--- src/rtl/i2c_wb_seq_pkg.sv ---
// Shared constants and types for the IICMB Wishbone command sequencer.
// The optional build macro I2C_WB_SEQ_POLL_EN is consumed by i2c_wb_sequencer.
package i2c_wb_seq_pkg;

  // IICMB register map
  localparam logic [1:0] RegCsr  = 2'd0;
  localparam logic [1:0] RegDpr  = 2'd1;
  localparam logic [1:0] RegCmdr = 2'd2;

  // CMDR command codes (upper bits of a command write are zero)
  typedef enum logic [2:0] {
    CmdWrite   = 3'b001,
    CmdReadAck = 3'b010,
    CmdReadNak = 3'b011,
    CmdStart   = 3'b100,
    CmdStop    = 3'b101,
    CmdSetBus  = 3'b110
  } i2c_cmd_t;

  // Completion status reported with done_o
  typedef enum logic [1:0] {
    ErrOk      = 2'd0,
    ErrNak     = 2'd1,
    ErrArbLost = 2'd2,
    ErrBadBus  = 2'd3
  } seq_err_t;

  // CMDR status bit positions
  localparam int unsigned StatDon = 7;
  localparam int unsigned StatNak = 6;
  localparam int unsigned StatAl  = 5;
  localparam int unsigned StatErr = 4;

  // Sequencer FSM states
  localparam logic [3:0] StInit      = 4'd0;
  localparam logic [3:0] StIdle      = 4'd1;
  localparam logic [3:0] StSetBusDpr = 4'd2;
  localparam logic [3:0] StSetBusCmd = 4'd3;
  localparam logic [3:0] StStartCmd  = 4'd4;
  localparam logic [3:0] StAddrDpr   = 4'd5;
  localparam logic [3:0] StAddrCmd   = 4'd6;
  localparam logic [3:0] StWrData    = 4'd7;
  localparam logic [3:0] StWrCmd     = 4'd8;
  localparam logic [3:0] StRdCmd     = 4'd9;
  localparam logic [3:0] StRdData    = 4'd10;
  localparam logic [3:0] StStopCmd   = 4'd11;
  localparam logic [3:0] StWait      = 4'd12;
  localparam logic [3:0] StStatus    = 4'd13;
  localparam logic [3:0] StGap       = 4'd14;
  localparam logic [3:0] StDone      = 4'd15;

endpackage

--- src/rtl/i2c_wb_sequencer_xfer.sv ---
// Single Wishbone classic access: latch the request, hold cyc/stb until ack,
// drop them the following cycle and pulse done with the captured read data.
module wb_xfer_engine #(
  parameter int unsigned AW = 2,
  parameter int unsigned DW = 8
) (
  input  logic          clk_i,
  input  logic          rst_i,
  input  logic          start_i,
  input  logic          we_i,
  input  logic [AW-1:0] adr_i,
  input  logic [DW-1:0] wdat_i,
  output logic          busy_o,
  output logic          done_o,
  output logic [DW-1:0] rdat_o,
  output logic          cyc_o,
  output logic          stb_o,
  output logic          we_o,
  output logic [AW-1:0] adr_o,
  output logic [DW-1:0] dat_o,
  input  logic [DW-1:0] dat_i,
  input  logic          ack_i
);

  logic          cyc_q, done_q, we_q;
  logic [AW-1:0] adr_q;
  logic [DW-1:0] dat_q, rdat_q;

  // Bus cycle state: open on start, close on ack
  always_ff @(posedge clk_i) begin
    if (rst_i) begin
      cyc_q  <= 1'b0;
      done_q <= 1'b0;
      we_q   <= 1'b0;
      adr_q  <= '0;
      dat_q  <= '0;
      rdat_q <= '0;
    end else begin
      done_q <= 1'b0;
      if (cyc_q) begin
        if (ack_i) begin
          cyc_q  <= 1'b0;
          done_q <= 1'b1;
          rdat_q <= dat_i;
        end
      end else if (start_i) begin
        cyc_q <= 1'b1;
        we_q  <= we_i;
        adr_q <= adr_i;
        dat_q <= wdat_i;
      end
    end
  end

  assign busy_o = cyc_q;
  assign done_o = done_q;
  assign rdat_o = rdat_q;
  assign cyc_o  = cyc_q;
  assign stb_o  = cyc_q;
  assign we_o   = we_q;
  assign adr_o  = adr_q;
  assign dat_o  = dat_q;

endmodule

--- src/rtl/i2c_wb_sequencer.sv ---
// Hardware sequencer turning one I2C request into IICMB register traffic.
// Build option: define I2C_WB_SEQ_POLL_EN to poll CMDR instead of waiting on irq_i.
module i2c_wb_sequencer
  import i2c_wb_seq_pkg::*;
#(
  parameter int unsigned NUM_I2C_BUSSES = 1,
  parameter int unsigned BUS_ID_WIDTH   = 4,
  parameter int unsigned I2C_ADDR_WIDTH = 7,
  parameter int unsigned WB_ADDR_WIDTH  = 2,
  parameter int unsigned WB_DATA_WIDTH  = 8,
  parameter int unsigned MAX_LEN        = 32,
  parameter int unsigned LEN_WIDTH      = $clog2(MAX_LEN + 1)
) (
  input  logic                      clk_i,
  input  logic                      rst_i,
  input  logic                      req_valid_i,
  output logic                      req_ready_o,
  input  logic [BUS_ID_WIDTH-1:0]   req_bus_i,
  input  logic [I2C_ADDR_WIDTH-1:0] req_addr_i,
  input  logic                      req_rd_i,
  input  logic [LEN_WIDTH-1:0]      req_len_i,
  input  logic                      wdata_valid_i,
  output logic                      wdata_ready_o,
  input  logic [WB_DATA_WIDTH-1:0]  wdata_i,
  output logic                      rdata_valid_o,
  output logic [WB_DATA_WIDTH-1:0]  rdata_o,
  output logic                      done_o,
  output logic [1:0]                err_o,
  output logic                      cyc_o,
  output logic                      stb_o,
  output logic                      we_o,
  output logic [WB_ADDR_WIDTH-1:0]  adr_o,
  output logic [WB_DATA_WIDTH-1:0]  dat_o,
  input  logic [WB_DATA_WIDTH-1:0]  dat_i,
  input  logic                      ack_i,
  input  logic                      irq_i
);

`ifdef I2C_WB_SEQ_POLL_EN
  localparam logic [7:0] CsrInit = 8'h80;
  logic unused_irq;
  assign unused_irq = irq_i;
`else
  localparam logic [7:0] CsrInit = 8'hC0;
`endif

  logic [3:0]                state_q, state_d, ret_q, ret_d;
  logic [BUS_ID_WIDTH-1:0]   bus_q, bus_d;
  logic [I2C_ADDR_WIDTH-1:0] addr_q, addr_d;
  logic                      rd_q, rd_d;
  logic [LEN_WIDTH-1:0]      len_q, len_d, cnt_q, cnt_d;
  seq_err_t                  err_q, err_d;
  logic [WB_DATA_WIDTH-1:0]  rdata_q, rdata_d;
  logic                      rdata_valid_q, rdata_valid_d;
  logic                      gap_q, gap_d;

  logic                      xfer_start, xfer_we, xfer_busy, xfer_done, go, last;
  logic [WB_ADDR_WIDTH-1:0]  xfer_adr;
  logic [WB_DATA_WIDTH-1:0]  xfer_wdat, xfer_rdat;

  // A new access may only start once the previous one has fully retired
  assign go   = !xfer_busy && !xfer_done;
  assign last = (cnt_q == len_q - LEN_WIDTH'(1));

  // Next-state and Wishbone access request decode
  always_comb begin
    state_d       = state_q;
    ret_d         = ret_q;
    bus_d         = bus_q;
    addr_d        = addr_q;
    rd_d          = rd_q;
    len_d         = len_q;
    cnt_d         = cnt_q;
    err_d         = err_q;
    rdata_d       = rdata_q;
    rdata_valid_d = 1'b0;
    gap_d         = gap_q;
    xfer_start    = 1'b0;
    xfer_we       = 1'b1;
    xfer_adr      = WB_ADDR_WIDTH'(RegCmdr);
    xfer_wdat     = '0;
    wdata_ready_o = 1'b0;
    unique case (state_q)
      StInit: begin
        xfer_start = go;
        xfer_adr   = WB_ADDR_WIDTH'(RegCsr);
        xfer_wdat  = WB_DATA_WIDTH'(CsrInit);
        if (xfer_done) state_d = StIdle;
      end
      StIdle: begin
        if (req_valid_i) begin
          bus_d  = req_bus_i;
          addr_d = req_addr_i;
          rd_d   = req_rd_i;
          len_d  = (32'(req_len_i) > MAX_LEN) ? LEN_WIDTH'(MAX_LEN) : req_len_i;
          cnt_d  = '0;
          err_d  = ErrOk;
          if (32'(req_bus_i) >= NUM_I2C_BUSSES) begin
            err_d   = ErrBadBus;
            state_d = StDone;
          end else begin
            state_d = StSetBusDpr;
          end
        end
      end
      StSetBusDpr: begin
        xfer_start = go;
        xfer_adr   = WB_ADDR_WIDTH'(RegDpr);
        xfer_wdat  = WB_DATA_WIDTH'(bus_q);
        if (xfer_done) state_d = StSetBusCmd;
      end
      StSetBusCmd: begin
        xfer_start = go;
        xfer_wdat  = WB_DATA_WIDTH'(CmdSetBus);
        if (xfer_done) begin
          state_d = StWait;
          ret_d   = StStartCmd;
        end
      end
      StStartCmd: begin
        xfer_start = go;
        xfer_wdat  = WB_DATA_WIDTH'(CmdStart);
        if (xfer_done) begin
          state_d = StWait;
          ret_d   = StAddrDpr;
        end
      end
      StAddrDpr: begin
        xfer_start = go;
        xfer_adr   = WB_ADDR_WIDTH'(RegDpr);
        xfer_wdat  = WB_DATA_WIDTH'({addr_q, rd_q});
        if (xfer_done) state_d = StAddrCmd;
      end
      StAddrCmd: begin
        xfer_start = go;
        xfer_wdat  = WB_DATA_WIDTH'(CmdWrite);
        if (xfer_done) begin
          state_d = StWait;
          ret_d   = (len_q == '0) ? StStopCmd : (rd_q ? StRdCmd : StWrData);
        end
      end
      StWrData: begin
        xfer_start    = go && wdata_valid_i;
        wdata_ready_o = xfer_start;
        xfer_adr      = WB_ADDR_WIDTH'(RegDpr);
        xfer_wdat     = wdata_i;
        if (xfer_done) state_d = StWrCmd;
      end
      StWrCmd: begin
        xfer_start = go;
        xfer_wdat  = WB_DATA_WIDTH'(CmdWrite);
        if (xfer_done) begin
          state_d = StWait;
          ret_d   = last ? StStopCmd : StWrData;
          cnt_d   = cnt_q + LEN_WIDTH'(1);
        end
      end
      StRdCmd: begin
        xfer_start = go;
        xfer_wdat  = last ? WB_DATA_WIDTH'(CmdReadNak) : WB_DATA_WIDTH'(CmdReadAck);
        if (xfer_done) begin
          state_d = StWait;
          ret_d   = StRdData;
        end
      end
      StRdData: begin
        xfer_start = go;
        xfer_we    = 1'b0;
        xfer_adr   = WB_ADDR_WIDTH'(RegDpr);
        if (xfer_done) begin
          rdata_d       = xfer_rdat;
          rdata_valid_d = 1'b1;
          cnt_d         = cnt_q + LEN_WIDTH'(1);
          state_d       = last ? StStopCmd : StRdCmd;
        end
      end
      StStopCmd: begin
        xfer_start = go;
        xfer_wdat  = WB_DATA_WIDTH'(CmdStop);
        if (xfer_done) begin
          state_d = StWait;
          ret_d   = StDone;
        end
      end
      StWait: begin
`ifdef I2C_WB_SEQ_POLL_EN
        state_d = StStatus;
`else
        if (irq_i) state_d = StStatus;
`endif
      end
      StStatus: begin
        xfer_start = go;
        xfer_we    = 1'b0;
        if (xfer_done) begin
          if (xfer_rdat[StatDon]) begin
            state_d = ret_q;
          end else if (xfer_rdat[StatNak]) begin
            // A NAK while already stopping must not loop back into STOP
            if (ret_q != StDone) err_d = ErrNak;
            state_d = (ret_q == StDone) ? StDone : StStopCmd;
          end else if (xfer_rdat[StatAl] || xfer_rdat[StatErr]) begin
            err_d   = ErrArbLost;
            state_d = StDone;
          end else begin
`ifdef I2C_WB_SEQ_POLL_EN
            gap_d   = 1'b0;
            state_d = StGap;
`else
            state_d = StWait;
`endif
          end
        end
      end
      StGap: begin
        // Two idle cycles between status polls
        gap_d = 1'b1;
        if (gap_q) state_d = StStatus;
      end
      StDone: state_d = StIdle;
      default: state_d = StInit;
    endcase
  end

  // Sequencer state registers
  always_ff @(posedge clk_i) begin
    if (rst_i) begin
      state_q       <= StInit;
      ret_q         <= StIdle;
      bus_q         <= '0;
      addr_q        <= '0;
      rd_q          <= 1'b0;
      len_q         <= '0;
      cnt_q         <= '0;
      err_q         <= ErrOk;
      rdata_q       <= '0;
      rdata_valid_q <= 1'b0;
      gap_q         <= 1'b0;
    end else begin
      state_q       <= state_d;
      ret_q         <= ret_d;
      bus_q         <= bus_d;
      addr_q        <= addr_d;
      rd_q          <= rd_d;
      len_q         <= len_d;
      cnt_q         <= cnt_d;
      err_q         <= err_d;
      rdata_q       <= rdata_d;
      rdata_valid_q <= rdata_valid_d;
      gap_q         <= gap_d;
    end
  end

  assign req_ready_o   = (state_q == StIdle);
  assign done_o        = (state_q == StDone);
  assign err_o         = err_q;
  assign rdata_o       = rdata_q;
  assign rdata_valid_o = rdata_valid_q;

  wb_xfer_engine #(
    .AW(WB_ADDR_WIDTH),
    .DW(WB_DATA_WIDTH)
  ) u_xfer (
    .clk_i  (clk_i),
    .rst_i  (rst_i),
    .start_i(xfer_start),
    .we_i   (xfer_we),
    .adr_i  (xfer_adr),
    .wdat_i (xfer_wdat),
    .busy_o (xfer_busy),
    .done_o (xfer_done),
    .rdat_o (xfer_rdat),
    .cyc_o  (cyc_o),
    .stb_o  (stb_o),
    .we_o   (we_o),
    .adr_o  (adr_o),
    .dat_o  (dat_o),
    .dat_i  (dat_i),
    .ack_i  (ack_i)
  );

endmodule

--- config.mk ---
export PLATFORM = sky130hd
export DESIGN_NAME = i2c_wb_sequencer
export DESIGN_NICKNAME = d
export VERILOG_FILES = /design/src/rtl/i2c_wb_seq_pkg.sv /design/src/rtl/i2c_wb_sequencer_xfer.sv /design/src/rtl/i2c_wb_sequencer.sv
export SDC_FILE = /design/constraint.sdc
export NUM_CORES = 1
export LEC_CHECK = 0
export ABC_CLOCK_PERIOD_IN_PS = 2700
export CORE_ASPECT_RATIO = 1.1
export CORE_MARGIN = 3
export CORE_UTILIZATION = 35
export CTS_CLUSTER_DIAMETER = 100
export DETAILED_ROUTE_END_ITERATION = 16
export GPL_TIMING_DRIVEN = 0
export MAX_ROUTING_LAYER = met4
export PLACE_DENSITY = 0.62
export SETUP_SLACK_MARGIN = 0.1
export SYNTH_ARGS = -nofsm -noshare
export SYNTH_HDL_FRONTEND = slang
export SYNTH_SLANG_ARGS = --single-unit
--- constraint.sdc ---
create_clock -name clk_i -period 2.7 [get_ports clk_i]
set_input_delay 0.54 -clock clk_i [delete_from_list [all_inputs] [get_ports clk_i]]
set_output_delay 0.54 -clock clk_i [all_outputs]
set_load 0.1 [all_outputs]
==> results.ini, run 1 <==
[clock_network]
cts.root.buffer_cell = sky130_fd_sc_hd__clkbuf_8
cts_made_buffers = 9
post_cts_hold_buffer_count = 0
postCtsSetupRepairBufs = 0
clk_path_buf_depth = 2
clk-insertion-delay-late_ns = 0.34
clock_sinks = 65
cts-htree-levels = 3
tritoncts_clock_tree = yes
cts.reportedPaths.clkPinSlew_ns = 0.07

[critical_path]
crit-reg2reg-capture = u_xfer.dat_o[0]
cp_num_buf_inv = 2
path_class = reg2out
cp_cell_instances = buf_4, clkdlybuf4s50_1
timing.critical_path.arrival_ns = 1.98
worst_path_dominant_cell_family = buffers and inverters
critical_path_peak_fanout = 4
timing.reg2reg.setup_slack_ns = 0.38
cp_slowest_cell = sky130_fd_sc_hd__clkdlybuf4s50_1
reg2reg_from = state_q[1]
critical_path.startpoint_type = flop
critical-path-max-stage-delay_ns = 1.11
r2r_cells = 7
cp-end-kind = output pin
critical_path_required_ns = 2.16

[logic_synthesis]
synth_edf_count = 0
synth_fa_ha_area_share_pct = 1.138
post_synth_xor_area_fraction_pct = 2.656
async_reset_ff_share_pct = 0
synth.yosys.warnings = 0
synth_area_per_cell_um2 = 7.928
yosysUniqueCellTypes = 60
synth_top_family_by_area = simple AND/OR/NAND/NOR gates
synth_simple_gate_area_share_pct = 25.27
fraction_of_synthesized_area_in_multiplexers_pct = 5.273
yosysSeqAreaShare_pct = 39.45
most_used_flip_flop_cell_after_synthesis = sky130_fd_sc_hd__dfxtp_1
syn_inst = 416
complex_gate_fraction_of_the_synthesized_area_pct = 21.47
ys_seq_elements = 65
synth_nets = 459
synth_area_um2 = 3298

[sta]
hold-worst-slack_ns = 0.4558
grt_setup_unrepaired = no
worst_slew_margin_rel_pct = 18.38
final_period_minus_worst_setup_slack_ns = 2.521
max_slew.worst_pin.slew_ns = 1.213
final_min_period_over_clock_period_pct = 93.38
setup_viol_count_final = 0
timing.final.hold_violations = 0
maxSlewViolCount = 0
fmaxAchievable_ghz = 0.3966
finalClockSkew_ns = 0.006535

[finish]
insertedDiodeCount = 0
multi_input_area_um2 = 1871
layout.area.seq_um2 = 1301
layout_cell_area_excl_fill_um2 = 4348
post_route_cells_drive_above_1_share_pct = 8.853
final_net_count = 535
layout_commonest_cell = sky130_fd_sc_hd__dfxtp_1
areaGrowthSynthToFinish_pct = 31.83
fill_cells = 913
final_cells = 611
final_cell_mix = sky130_fd_sc_hd__dfxtp_1 (65), sky130_fd_sc_hd__nand2_1 (62), sky130_fd_sc_hd__clkdlybuf4s50_1 (62)

[die]
design.die.area_um2 = 10630
io_pins = 67
floorplan.initialDensity_pct = 36.61
core_area_um2 = 9009
die_x_um = 98.56
core.rowCount = 36
vertical_die_dimension_um = 107.8

[worst_hold_path]
number_of_cells_on_the_worst_hold_path = 2
hold_path.startpoint = addr_q[2]
hold_class = reg2reg
hold-path-endpoint = addr_q[2]

[drt]
routedLengthMet1_um = 4727
postRouteWirelength_um = 10320
routed_length_on_met3_um = 471
detail_route.first_pass.iterations = 5
met2WireLength_um = 4972
highest-signal-layer = met4
number_of_vias_per_cell = 5.470
post-route-drc-count = 0
antenna_violating_nets_post_route = 0
detailroute.via_count = 3342
detail_route.iter0.violations = 219
detail_route.wl_per_cell_um = 16.89

[power]
p_int_w = 0.002074
p_leak_nw = 1.504
clockPowerShare_pct = 24.8
share_comb_of_total_power_pct = 43.6
peak_vdd_ir_mv = 0.5372
power.switching_w = 0.001561
power_switching_share_pct = 42.94
power.density_nw_per_um2 = 836.1
power_frac_seq_pct = 31.6

[global_routing]
grt_first_pass_wirelength_um = 16660
via_count_of_the_first_global_routing_pass = 3327
largest_net_degree_at_the_start_of_global_routing = 12
initial_antenna_violation_count = 0
groute.usage.overall_pct = 20.19
grt.overflow.total = 0

[placed_design]
placement_stage_cell_area_um2 = 4109
post-dp-hpwl_um = 7600
post-place-cells = 595
port_buffers = 65
gp_routability_congestion = 0.9649

[status]
outcome = complete, no violations

[run]
timing.max_cap.violations = 0

synth_stat cells (2+ instances only):
cell type / count / area share [%]
sky130_fd_sc_hd__mux2_2: 3 / 1.0
sky130_fd_sc_hd__nand3_1: 15 / 2.3
sky130_fd_sc_hd__mux2i_1: 14 / 4.2
sky130_fd_sc_hd__a21oi_1: 61 / 9.3
sky130_fd_sc_hd__buf_2: 2 / 0.30
sky130_fd_sc_hd__a31oi_1: 4 / 0.76
sky130_fd_sc_hd__o21ai_0: 13 / 2.0
sky130_fd_sc_hd__nor2_1: 33 / 3.8
sky130_fd_sc_hd__nand2_1: 62 / 7.1
sky130_fd_sc_hd__nor4_1: 2 / 0.38
sky130_fd_sc_hd__o32a_1: 2 / 0.61
sky130_fd_sc_hd__nand4_1: 3 / 0.57
sky130_fd_sc_hd__dfxtp_1: 65 / 39
sky130_fd_sc_hd__or3_1: 7 / 1.3
sky130_fd_sc_hd__ha_1: 3 / 1.1
sky130_fd_sc_hd__clkbuf_1: 21 / 2.4
sky130_fd_sc_hd__and2_1: 2 / 0.38
sky130_fd_sc_hd__nand2b_1: 8 / 1.5
sky130_fd_sc_hd__nand3b_1: 6 / 1.4
sky130_fd_sc_hd__a32oi_1: 2 / 0.53
sky130_fd_sc_hd__inv_1: 12 / 1.4
sky130_fd_sc_hd__nor3_1: 12 / 1.8
sky130_fd_sc_hd__xor2_1: 2 / 0.53
sky130_fd_sc_hd__o221ai_1: 4 / 1.1
sky130_fd_sc_hd__o211ai_1: 2 / 0.46
sky130_fd_sc_hd__and2b_1: 2 / 0.46
sky130_fd_sc_hd__a211oi_1: 2 / 0.46
sky130_fd_sc_hd__xnor2_1: 8 / 2.1
sky130_fd_sc_hd__nor3b_1: 2 / 0.46
sky130_fd_sc_hd__o211a_1: 2 / 0.61
sky130_fd_sc_hd__nor2b_1: 8 / 1.5
sky130_fd_sc_hd__buf_1: 4 / 0.46
registers in the layout, summed over array words and instances, names as in the netlist:
name           cells
rdata_o            8
u_xfer.dat_o       8
u_xfer.rdat_o      8
addr_q             7
cnt_q              6
len_q              6
bus_q              4
ret_q              4
state_q            4
err_o              2
u_xfer.adr_o       2
gap_q              1
rd_q               1
rdata_valid_o      1
u_xfer.busy_o      1
u_xfer.done_o      1
u_xfer.we_o        1
cell families after synthesis:
kind of cell,Yosys count
AND/OR/NAND/NOR,170
AO/OA/AOI/OAI,111
flip-flops,65
buffers and inverters,40
multiplexers,17
XOR/XNOR,10
adder cells (fa/ha/maj),3
power groups by stage:
stage	sequential, W	combinational, W	clock [W]
after global routing	0.00116	0.00170	0.000965
final	0.00115	0.00158	0.000901
after global placement	0.00117	0.00153	0
after CTS	0.00115	0.00155	0.000914
after floorplan	0.00145	0.000824	0
after detailed placement	0.00117	0.00154	0
repair_timing:
| action | in CTS | in global routing |
|---|---|---|
| endpoints found under the setup margin | 3 | 7 |
| gates resized for setup | 22 | 9 |
| pin swaps | 0 | 1 |
worst max-delay path by stage:
stage,startpoint,to,slack [ns],depth (start not counted)
floorplan,state_q[2],wdata_ready_o,-0.27,5
global placement,state_q[2],wdata_ready_o,-0.78,6
detailed placement,state_q[2],wdata_ready_o,-0.79,6
CTS,state_q[2],wdata_ready_o,0.08,6
global route,state_q[1],wdata_ready_o,0.11,5
finish,u_xfer.busy_o,stb_o,0.18,2
stage by stage:
step	util (%)	worst slack [ns]	power (W)	setup TNS (ns)
2_1_floorplan	-	-0.2746	0.002273	-0.2746
3_3_place_gp	45.61	-0.7804	0.002702	-1.553
3_5_place_dp	45.61	-0.7914	0.002709	-1.539
4_1_cts	48.07	0.07726	0.003617	0
5_1_grt	48.26	0.1148	0.003824	0
6_report	48.26	0.1788	0.003635	0
final cells by class:
type	instances	area share, %
flip-flops and latches	65	29.93
well taps	114	3.281
clock buffers	11	3.022
plain buffers	28	2.906
repair buffers	65	14.96
clock inverters	5	1.842
multi-input cells	311	43.02
inverters	12	1.036
worst register-to-register path: stages (launching register included):
cell                       delay [ns]
sky130_fd_sc_hd__dfxtp_1         0.47
sky130_fd_sc_hd__clkbuf_2        0.29
sky130_fd_sc_hd__buf_2           0.29
sky130_fd_sc_hd__buf_1           0.49
sky130_fd_sc_hd__o221ai_1        0.23
sky130_fd_sc_hd__a21oi_1         0.18
sky130_fd_sc_hd__a211oi_1        0.08
sky130_fd_sc_hd__a211oi_2        0.22
layer usage:
| layer | vias to the layer above | track usage [%] |
|---|---|---|
| met3 | 12 | 2.852 |
| met2 | 113 | 32.03 |
| li1 | 1623 | - |
| met5 | - | - |
| met1 | 1594 | 26.08 |
| met4 | 0 | 7.902 |
(Power assumes the default switching activity.)
==> inputs of run 2 (changes only) <==
--- a/config.mk
+++ b/config.mk
@@ -8,13 +8,14 @@
 export ABC_CLOCK_PERIOD_IN_PS = 2700
 export CORE_ASPECT_RATIO = 1.1
 export CORE_MARGIN = 3
-export CORE_UTILIZATION = 35
+export CORE_UTILIZATION = 51
 export CTS_CLUSTER_DIAMETER = 100
 export DETAILED_ROUTE_END_ITERATION = 16
 export GPL_TIMING_DRIVEN = 0
 export MAX_ROUTING_LAYER = met4
-export PLACE_DENSITY = 0.62
+export PLACE_DENSITY = 0.83
 export SETUP_SLACK_MARGIN = 0.1
 export SYNTH_ARGS = -nofsm -noshare
 export SYNTH_HDL_FRONTEND = slang
 export SYNTH_SLANG_ARGS = --single-unit
+export TNS_END_PERCENT = 30
==> results.ini, run 2 (synthesized netlist as in run 1, its figures left out) <==
[status]
outcome = complete, no violations

[sta]
final_period_minus_worst_setup_slack_ns = 2.530
worst_slew_margin_rel_pct = 26.53
maxSlewViolCount = 0
fmaxAchievable_ghz = 0.3953
layout_setup_ws_ns = 0.1704
finalClockSkew_ns = 0.008062
setup_viol_count_final = 0
max_slew.worst_pin.slew_ns = 1.092
grt_setup_unrepaired = no
final_min_period_over_clock_period_pct = 93.69
timing.final.hold_violations = 0
setup_total_negative_slack_ns = 0

[global_routing]
grt_use_met2_pct = 45.79
groute.usage.overall_pct = 29.58
grtUsageMet3_pct = 3.792
grt_first_pass_wirelength_um = 16480
grt.overflow.total = 0
initial_antenna_violation_count = 0
top_usage_layer = met2
grt_util_met1_pct = 38.76
via_count_of_the_first_global_routing_pass = 3376
largest_net_degree_at_the_start_of_global_routing = 13

[worst_hold_path]
hold_class = reg2reg

[finish]
areaGrowthSynthToFinish_pct = 30.01
final_cell_mix = sky130_fd_sc_hd__dfxtp_1 (65), sky130_fd_sc_hd__nand2_1 (62), sky130_fd_sc_hd__clkdlybuf4s50_1 (62)
insertedDiodeCount = 0
post_route_cells_drive_above_1_share_pct = 8.853
layout_commonest_cell = sky130_fd_sc_hd__dfxtp_1
fill_cells = 566
final_net_count = 535
final_cells = 577

[clock_network]
cts-htree-levels = 3
cts.root.buffer_cell = sky130_fd_sc_hd__clkbuf_8
clk-insertion-delay-late_ns = 0.35
cts_made_buffers = 9
cts.reportedPaths.clkPinSlew_ns = 0.08
clock_sinks = 65
clk_path_buf_depth = 2
tritoncts_clock_tree = yes

[critical_path]
critical-path-max-stage-delay_ns = 0.31
path_common_cell = sky130_fd_sc_hd__clkbuf_4
critical_path_peak_fanout = 10
timing.critical_path.arrival_ns = 1.99
path_class = reg2out
critical_path.startpoint_type = flop
cp-end-kind = output pin
cp_cell_instances = clkbuf_2, clkbuf_4, clkbuf_4, nand2_1, nor3_2, buf_6
critical_path_required_ns = 2.16
cp_slowest_cell = sky130_fd_sc_hd__dfxtp_1
cp_num_buf_inv = 4
worst_path_dominant_cell_family = buffers and inverters

[power]
peak_vdd_ir_mv = 0.8434
p_leak_nw = 1.500
power.density_nw_per_um2 = 826.9

[run]
timing.max_cap.violations = 0

[placed_design]
place_ws_ns = -0.7323
port_buffers = 65
post-place-cells = 561
gp_routability_congestion = 0.9185
post-dp-hpwl_um = 7533

[drt]
postRouteWirelength_um = 10260
number_of_vias_per_cell = 6.007
antenna_violating_nets_post_route = 0
detail_route.wl_per_cell_um = 17.78
post-route-drc-count = 0
detailroute.via_count = 3466
detail_route.iter0.violations = 310
detail_route.first_pass.iterations = 5

[die]
core_area_um2 = 6231
floorplan.initialDensity_pct = 52.93
design.die.area_um2 = 7469
io_pins = 67
core.rowCount = 30
die_x_um = 82.68
vertical_die_dimension_um = 90.35

-- run 2: cell count changes in the layout (fill, tap and decap cells not counted), sizes merged --
cell | before | now
clkinv | 1 | 4
buf | 8 | 7
bufinv | 2 | 1
clkinvlp | 2 | 1
-- run 2: metrics by stage --
step / total power (W) / utilization [%] / area (um2) / hold WS, ns
final: 0.003546 / 68.82 / 4288 / 0.4606
after global placement: 0.002680 / 65.26 / 4066 / 0.4407
after CTS: 0.003522 / 68.51 / 4269 / 0.4577
after detailed placement: 0.002688 / 65.26 / 4066 / 0.4471
after floorplan: 0.002273 / - / 3316 / 0.4318
after global routing: 0.003707 / 68.82 / 4288 / 0.4748
-- run 2: report_power, final --
part	switching [W]	leakage, nW	internal [W]
Clock	0.000405	0.0964	0.000429
Combinational	0.00108	0.877	0.000486
Sequential	0.0000807	0.527	0.00107
-- run 2: worst reg2reg max path: cells and delay by family, from the launching register on --
kind	cells	cell delay, ns
AOI/OAI and AO/OA	4	0.71
DFF	1	0.44
buffers and inverters	3	1.15
-- run 2: timing repair --
action	CTS	global route
cloned	0	0
hold buffers	0	0
pin swaps	0	0
endpoints found under the hold margin	0	0
setup endpoints to repair	3	2
resized for setup	22	7
buffers inserted	0	0
-- run 2: layer usage --
metal  vias up  wire length, um  share of wire [%]
li1       1622                -                  -
met1      1649             4409                 43
met2       172             4953                 48
met3        23              639                6.2
met4         0              257                2.5
met5         -                0                  0
-- run 2: final timing paths --
kind / start / endpoint / slack, ns / depth (start not counted)
worst max register to register: state_q[1] / u_xfer.dat_o[0] / 0.31 / 7
worst min-delay path: u_xfer.rdat_o[0] / u_xfer.rdat_o[0] / 0.46 / 2
worst min register to register: u_xfer.rdat_o[0] / u_xfer.rdat_o[0] / 0.46 / 2
worst max-delay path: state_q[2] / wdata_ready_o / 0.17 / 6
-- run 2: final cells by class --
cell class / instances / area [um2] / share of cell area, %
Multi-Input combinational cell: 311 / 1864 / 43.48
Buffer: 28 / 126.4 / 2.947
Sequential cell: 65 / 1301 / 30.35
Clock inverter: 6 / 68.82 / 1.605
Inverter: 12 / 45.04 / 1.050
Clock buffer: 10 / 127.6 / 2.976
Tap cell: 80 / 100.1 / 2.334
Timing Repair Buffer: 65 / 654.4 / 15.26
==> inputs of run 3 (changes only) <==
--- a/config.mk
+++ b/config.mk
@@ -5,7 +5,6 @@
 export SDC_FILE = /design/constraint.sdc
 export NUM_CORES = 1
 export LEC_CHECK = 0
-export ABC_CLOCK_PERIOD_IN_PS = 2700
 export CORE_ASPECT_RATIO = 1.1
 export CORE_MARGIN = 3
 export CORE_UTILIZATION = 51
==> results of run 3 <==
Same layout as run 2: the final DEF is identical, and so are final timing and power.
